[src/rtl/fetch_unit.sv]
// Instruction-fetch stage: drives a combinational instruction memory and holds the
// fetched word in an IF/ID register with a valid/ready handshake and branch redirects.
module fetch_unit #(
   parameter int          WIDTH     = 32,
   parameter int          MEM_DEPTH = 16,
   parameter logic [31:0] RESET_PC  = 32'd0
) (
   input  logic             clk,
   input  logic             rst,
   output logic [31:0]      imem_pc,
   input  logic [WIDTH-1:0] imem_inst,
   input  logic             redirect_valid,
   input  logic [31:0]      redirect_pc,
   input  logic [15:0]      redirect_offset,
   output logic             out_valid,
   input  logic             out_ready,
   output logic [WIDTH-1:0] out_inst,
   output logic [31:0]      out_pc,
   output logic             halted,
   output logic [31:0]      fetch_count
);

   localparam logic [31:0] DEPTH = 32'(MEM_DEPTH);

   logic [31:0] pc_q;
   logic [31:0] target;
   logic        advance;
   logic        accept;
   logic        in_range;

   assign imem_pc  = pc_q;
   assign advance  = !out_valid || out_ready;
   assign accept   = out_valid && out_ready;
   assign in_range = pc_q < DEPTH;
   // Offset is a signed word count, so sign-extend before the modulo-2^32 add.
   assign target   = redirect_pc + {{16{redirect_offset[15]}}, redirect_offset};

   // NOTE: all state uses non-blocking assignments so every branch below reads the
   // pre-edge values of pc_q/out_valid/halted, exactly as the priority rules assume.
   always_ff @(posedge clk or posedge rst) begin
      if (rst) begin
         pc_q        <= RESET_PC;
         out_valid   <= 1'b0;
         out_inst    <= '0;
         out_pc      <= '0;
         halted      <= 1'b0;
         fetch_count <= '0;
      end else begin
         // An accept counts even when a redirect flushes the register this cycle.
         if (accept) fetch_count <= fetch_count + 32'd1;

         if (redirect_valid) begin
            pc_q      <= target;
            halted    <= 1'b0;
            out_valid <= 1'b0;
         end else if (halted) begin
            if (accept) out_valid <= 1'b0;
         end else if (advance && in_range) begin
            out_inst  <= imem_inst;
            out_pc    <= pc_q;
            out_valid <= 1'b1;
            pc_q      <= pc_q + 32'd1;
         end else if (advance) begin
            halted    <= 1'b1;
            out_valid <= 1'b0;
         end
         // Remaining case is a stall: every register holds its value.
      end
   end

endmodule

[config.mk]
export PLATFORM = sky130hd
export DESIGN_NAME = fetch_unit
export DESIGN_NICKNAME = d
export VERILOG_FILES = /design/src/rtl/fetch_unit.sv
export SDC_FILE = /design/constraint.sdc
export NUM_CORES = 1
export LEC_CHECK = 0
export BUFFER_PORTS_ARGS = -buffer_cell sky130_fd_sc_hd__buf_2
export CAP_MARGIN = 25
export CORE_ASPECT_RATIO = 0.8
export CORE_MARGIN = 8
export CORE_UTILIZATION = 40
export DETAILED_ROUTE_END_ITERATION = 8
export PLACE_DENSITY = 0.65
export SLEW_MARGIN = 20
export SYNTH_ARGS = -nofsm -noshare
export SYNTH_HDL_FRONTEND = slang
export SYNTH_SLANG_ARGS = --single-unit
[constraint.sdc]
create_clock -name clk -period 7.17 [get_ports clk]
set_clock_uncertainty 0.05 [all_clocks]
set_input_delay 0.717 -clock clk [delete_from_list [all_inputs] [get_ports clk]]
set_output_delay 0.717 -clock clk [all_outputs]
set_load 0.005 [all_outputs]
# After elaboration in Yosys (flattened, before gate mapping)
# Cells that the tools add are included.
[classes] add_sub_neg=3 magnitude_cmp=1 n_eq_ne=2 muxes=12 n_bitwise=2 reduce_logical=9
[ops] op="$mux W32" count=3
[ops] op="$add A32 B1 Y32 const B" count=2
[ops] op="$add A32 B32 Y32" count=1
[ops] op="$lt A32 B5 Y1 const B" count=1
[ops] op="$mux W1" count=9
[ops] op="$reduce_and A2 Y1" count=2
[ops] op="$reduce_bool A4 Y1" count=1
[ops] op="$ne A3 B2 Y1 const B" count=1
[ops] op="$reduce_and A3 Y1" count=1
[ops] op="$logic_and A1 B1 Y1" count=2
[ops] op="$ne A2 B2 Y1 const B" count=1
[ops] op="$not A1 Y1" count=2
[ops] op="$reduce_bool A2 Y1" count=1
[ops] op="$logic_not A1 Y1" count=1
[ops] op="$logic_or A1 B1 Y1" count=1
[totals] regBits=130 output_inout_bits=130 wordCells=35

# Logic depth before layout (Yosys ltp)
[logic_depth] ltp_word=6 mapped_depth=10 ltp_nobuf=10

# Least setup slack after synthesis
# No wires, ideal clock.
[synth_path] path_type="input to register" from="input redirect_pc[0]" to="register pc_q[12], in the netlist imem_pc[12]" t_arrival_ps=2960 required_ps=6995 path_slack_ps=4036 stages=10 path_buffers=0 path_cell_list="ha_1 fa_1 a21o_1 a21oi_1 o21ai_0 and3_1 o41ai_1 o21ai_0 xor2_1 mux2_2"
[synth_between] elab_chain_cells=2
[synth_lines] element="start: declaration" line="13" source="input logic [31:0] redirect_pc,"
[synth_lines] element="$add A32 B32 Y32" line="36" source="assign target = redirect_pc + {{16{redirect_offset[15]}}, redirect_offset};"
[synth_lines] element="$mux W32" line="52" source="if (redirect_valid) begin"
[synth_lines] element="end signal: assignment" line="53" source="pc_q <= target;"
[synth_lines] element="end signal: assignment" line="62" source="pc_q <= pc_q + 32'd1;"
[synth_lines] element="end: declaration" line="25" source="logic [31:0] pc_q;"
# No other way between the ends.
# A chain may end at the register's enable or synchronous reset.

# Worst setup path after layout
[layout_path] from="input redirect_pc[0]" to="register pc_q[26], in the netlist imem_pc[26]"
# The elaborated chain is that of the path after synthesis.

==> results.md <==
* initial standard-cell utilization of the core: 40.56%
* count of final max-slew check failures: 0
* Die H: 131.3 um
* Post-synth top cells: sky130_fd_sc_hd__dfrtp_1 (130), sky130_fd_sc_hd__mux2_2 (55), sky130_fd_sc_hd__nor2_1 (48)
* Post-Layout Inst Area: 8539 um2
* Max-slew headroom: 48.61%
* xor/xnor share of the synthesized area: 7.770%
* Largest stage delay, worst path: 630 ps
* sequence of cells on the critical path: buf_2, ha_1, fa_1, a21o_1, a21oi_1, o21ai_0, nand4_1, nand3_1, a221oi_1, nor4b_1, a211o_1
* maximum clock insertion buffer count: 2
* Synth Area in Compound Gates: 10.31%
* DRT Wirelength: 17.55 mm
* Crit Path Category: primary input to register
* total clock sinks: 130
* shortest period the worst path allows: 3313 ps
* number of routed nets with antenna violations: 0
* worst endpoint required time: 7410 ps
* vias per inst: 5.091
* combinational family with the most area after synthesis: simple AND/OR/NAND/NOR gates
* Finished Core Util: 52.08%
* Final Net Count: 944
* Syn Nets: 723
* most instantiated library cell after synthesis: sky130_fd_sc_hd__dfrtp_1
* Synth async-reset ratio: 100.0%
* final cell count without fillers: 1059
* worst r2r path cells: 7
* detailed-route DRC error count: 0
* RSZ-0062 raised after global routing: no
* Tot Pwr: 0.001990 W
* total clock buffers created by CTS: 17
* wire length of the first global-routing pass: 28.89 mm
* iteration count of the initial detailed-routing pass: 5
* slowest CP cell: sky130_fd_sc_hd__a221oi_1
* dominant cells by area after synthesis: sky130_fd_sc_hd__dfrtp_1 (49%), sky130_fd_sc_hd__mux2_2 (9.3%), sky130_fd_sc_hd__ha_1 (6.2%), sky130_fd_sc_hd__xnor2_1 (5.7%), sky130_fd_sc_hd__nor2b_1 (3.0%)
* leakage: 4.354 nW
* Mapped Avg Cell Area: 10.99 um2
* count of buffers inserted at the top-level ports: 213
* Synth area leader: sky130_fd_sc_hd__dfrtp_1
* start of the worst register-to-register path: imem_pc[24]
* #FFs+latches synth: 130
* count of cells resized by post-cts repair: 0
* synthesized netlist cell count: 605
* number of cells after detailed placement: 1027
* reg-to-reg slack, setup: 4110 ps
* cell area after synthesis: 6650 um2
* clock tree from TritonCTS: done
* post-synthesis mux area share: 9.991%
* nature of the critical path endpoint: register
* number of synthesized flops with an enable pin: 0
* arrival time at the worst endpoint: 3550 ps
* worst skew pair latency: 410 ps
* number of global-route vias before repair: 5394
* Worst Hold Class: primary input to async pin
* maximum number of pins on one net before global-route repair: 65
* period utilisation layout: 46.20%
* Worst setup SP type: primary input
* root cell of the clock tree: sky130_fd_sc_hd__clkbuf_16
* maximum clock frequency: 301.9 MHz
* Core Footprint: 16400 um2
* Synth top area share: 48.92%
* sum of negative setup slack: 0 ps
* worst r2r dst: out_inst[2]
* maximum fanout along the worst path: 8
* transition time of the tightest slew-check pin: 770.9 ps
* number of setup violations in the final report: 0
* share of layout cells above drive strength 1: 37.90%
* diode count: 0
* Ys Warns: 0
* area overhead of the layout relative to synthesis: 28.41%
* Via Count: 5391
* Max IR drop VDD: 184.0 uV
* number of hold buffers added after CTS: 0
* area of the die: 21030 um2
* global route overflow: 0
* areal power density over the cells: 233.0 nW/um2
* x dimension of the die: 160.2 um
* Main synth FF type: sky130_fd_sc_hd__dfrtp_1
* I/O pin count: 214
* cell area after placement: 7976 um2
* H-tree levels: 4
* routed wirelength normalized by instance count: 16.57 um
* number of buffers inserted to repair setup after CTS: 0
* basic-gate share of the synthesized area counting and, or, nand and nor cells: 14.68%
* Detailed Route Iter0 Violations: 310
* outcome: finished, final reports clean
* final hold viol count: 0
* weighted congestion reported at the end of routability-driven placement: 0.8394
* post-synthesis share of cell area spent on full adders, half adders and majority gates: 6.510%
* Synth cell types: 57
* proportion of synthesized chip area in sequential cells: 48.92%
* clock slew seen by the registers of the worst setup and hold paths: 60 ps
* row count: 42
* antenna violations before repair: 0
* total global routing track utilization: 16.75%
* maximum capacitance violations: 0
* Final HPWL DP: 13.37 mm
==> report_power, final <==
group | switching [W] | total, W | leakage, nW | internal [W]
registers | 0.0000466 | 0.000833 | 1.69 | 0.000787
logic | 0.000173 | 0.000334 | 2.40 | 0.000162
clock network | 0.000363 | 0.000822 | 0.270 | 0.000459
==> routing by layer <==
layer  GRT usage (%)  wire (um)  vias up
met3           5.025       1243       19
met5               0          0        -
met4           5.233        290        0
li1                -          -     2608
met2           25.96       7808      193
met1           22.12       8205     2571
==> worst max-delay path, delay by kind of cell <==
family                   cells  cell delay [ps]
adder cells (fa/ha/maj)      2              660
buffers and inverters        1              100
AND/OR/NAND/NOR              3              540
AO/OA/AOI/OAI                5             1530
==> flip-flops by register name, indices dropped and copies added (netlist names) <==
register     flops
imem_pc         32
fetch_count     32
out_inst        32
halted           1
out_pc          32
out_valid        1
==> worst max path at each step <==
| stage | startpoint | end | depth (start not counted) |
|---|---|---|---|
| 6_report | redirect_pc[0] | imem_pc[26] | 11 |
| 5_1_grt | redirect_pc[0] | imem_pc[26] | 11 |
| 4_1_cts | redirect_pc[0] | imem_pc[26] | 11 |
| 3_5_place_dp | redirect_pc[0] | imem_pc[26] | 11 |
| 3_3_place_gp | redirect_pc[0] | imem_pc[26] | 11 |
| 2_1_floorplan | rst | fetch_count[0] | 1 |
==> cells by family (layout without fill, tap and decap cells) <==
family / after synthesis / after routing
AOI/OAI and AO/OA: 101 / 101
xor gates and xnor gates: 59 / 59
and+or+nand+nor: 194 / 194
adders and majority gates: 34 / 34
DFF: 130 / 130
buffers and inverters: 28 / 262
muxes: 59 / 59
==> final cells by class <==
| class | count | area, um2 |
|---|---|---|
| inverter | 12 | 47.55 |
| fill | 1497 | 7856 |
| multi-input combinational | 447 | 3277 |
| clock inverter | 15 | 137.6 |
| sequential | 130 | 3253 |
| timing repair buffer | 218 | 1124 |
| tap | 220 | 275.3 |
| clock buffer | 17 | 425.4 |
==> layout by cell type (no fill, tap or decap), drive strengths merged, types with 3 or more instances in the layout <==
| cell | Yosys | layout |
|---|---|---|
| or3 | 3 | 3 |
| nand2 | 41 | 41 |
| a21o | 12 | 12 |
| and2 | 3 | 3 |
| a31oi | 5 | 5 |
| dfrtp | 130 | 130 |
| a211oi | 5 | 5 |
| nand3 | 22 | 22 |
| a221oi | 3 | 3 |
| nand2b | 4 | 4 |
| nand4 | 11 | 11 |
| nor3 | 9 | 9 |
| and4 | 4 | 4 |
| a21oi | 27 | 27 |
| clkbuf | 10 | 17 |
| ha | 33 | 33 |
| clkinvlp | 0 | 3 |
| and3 | 5 | 5 |
| mux2 | 56 | 56 |
| o21bai | 4 | 4 |
| nor4 | 9 | 9 |
| nor2 | 48 | 48 |
| inv | 12 | 23 |
| buf | 6 | 218 |
| o21ai | 21 | 21 |
| mux2i | 3 | 3 |
| xor2 | 16 | 16 |
| xnor2 | 43 | 43 |
| nor2b | 32 | 32 |
| o21a | 4 | 4 |
==> per-stage QoR <==
stage	hold slack (ps)	setup slack, ps
floorplan	414.7	2934
global placement	404.7	3534
detailed placement	404.8	3507
CTS	321.6	3927
global route	351.3	3636
finish	311.2	3857
(Power assumes the default switching activity.)
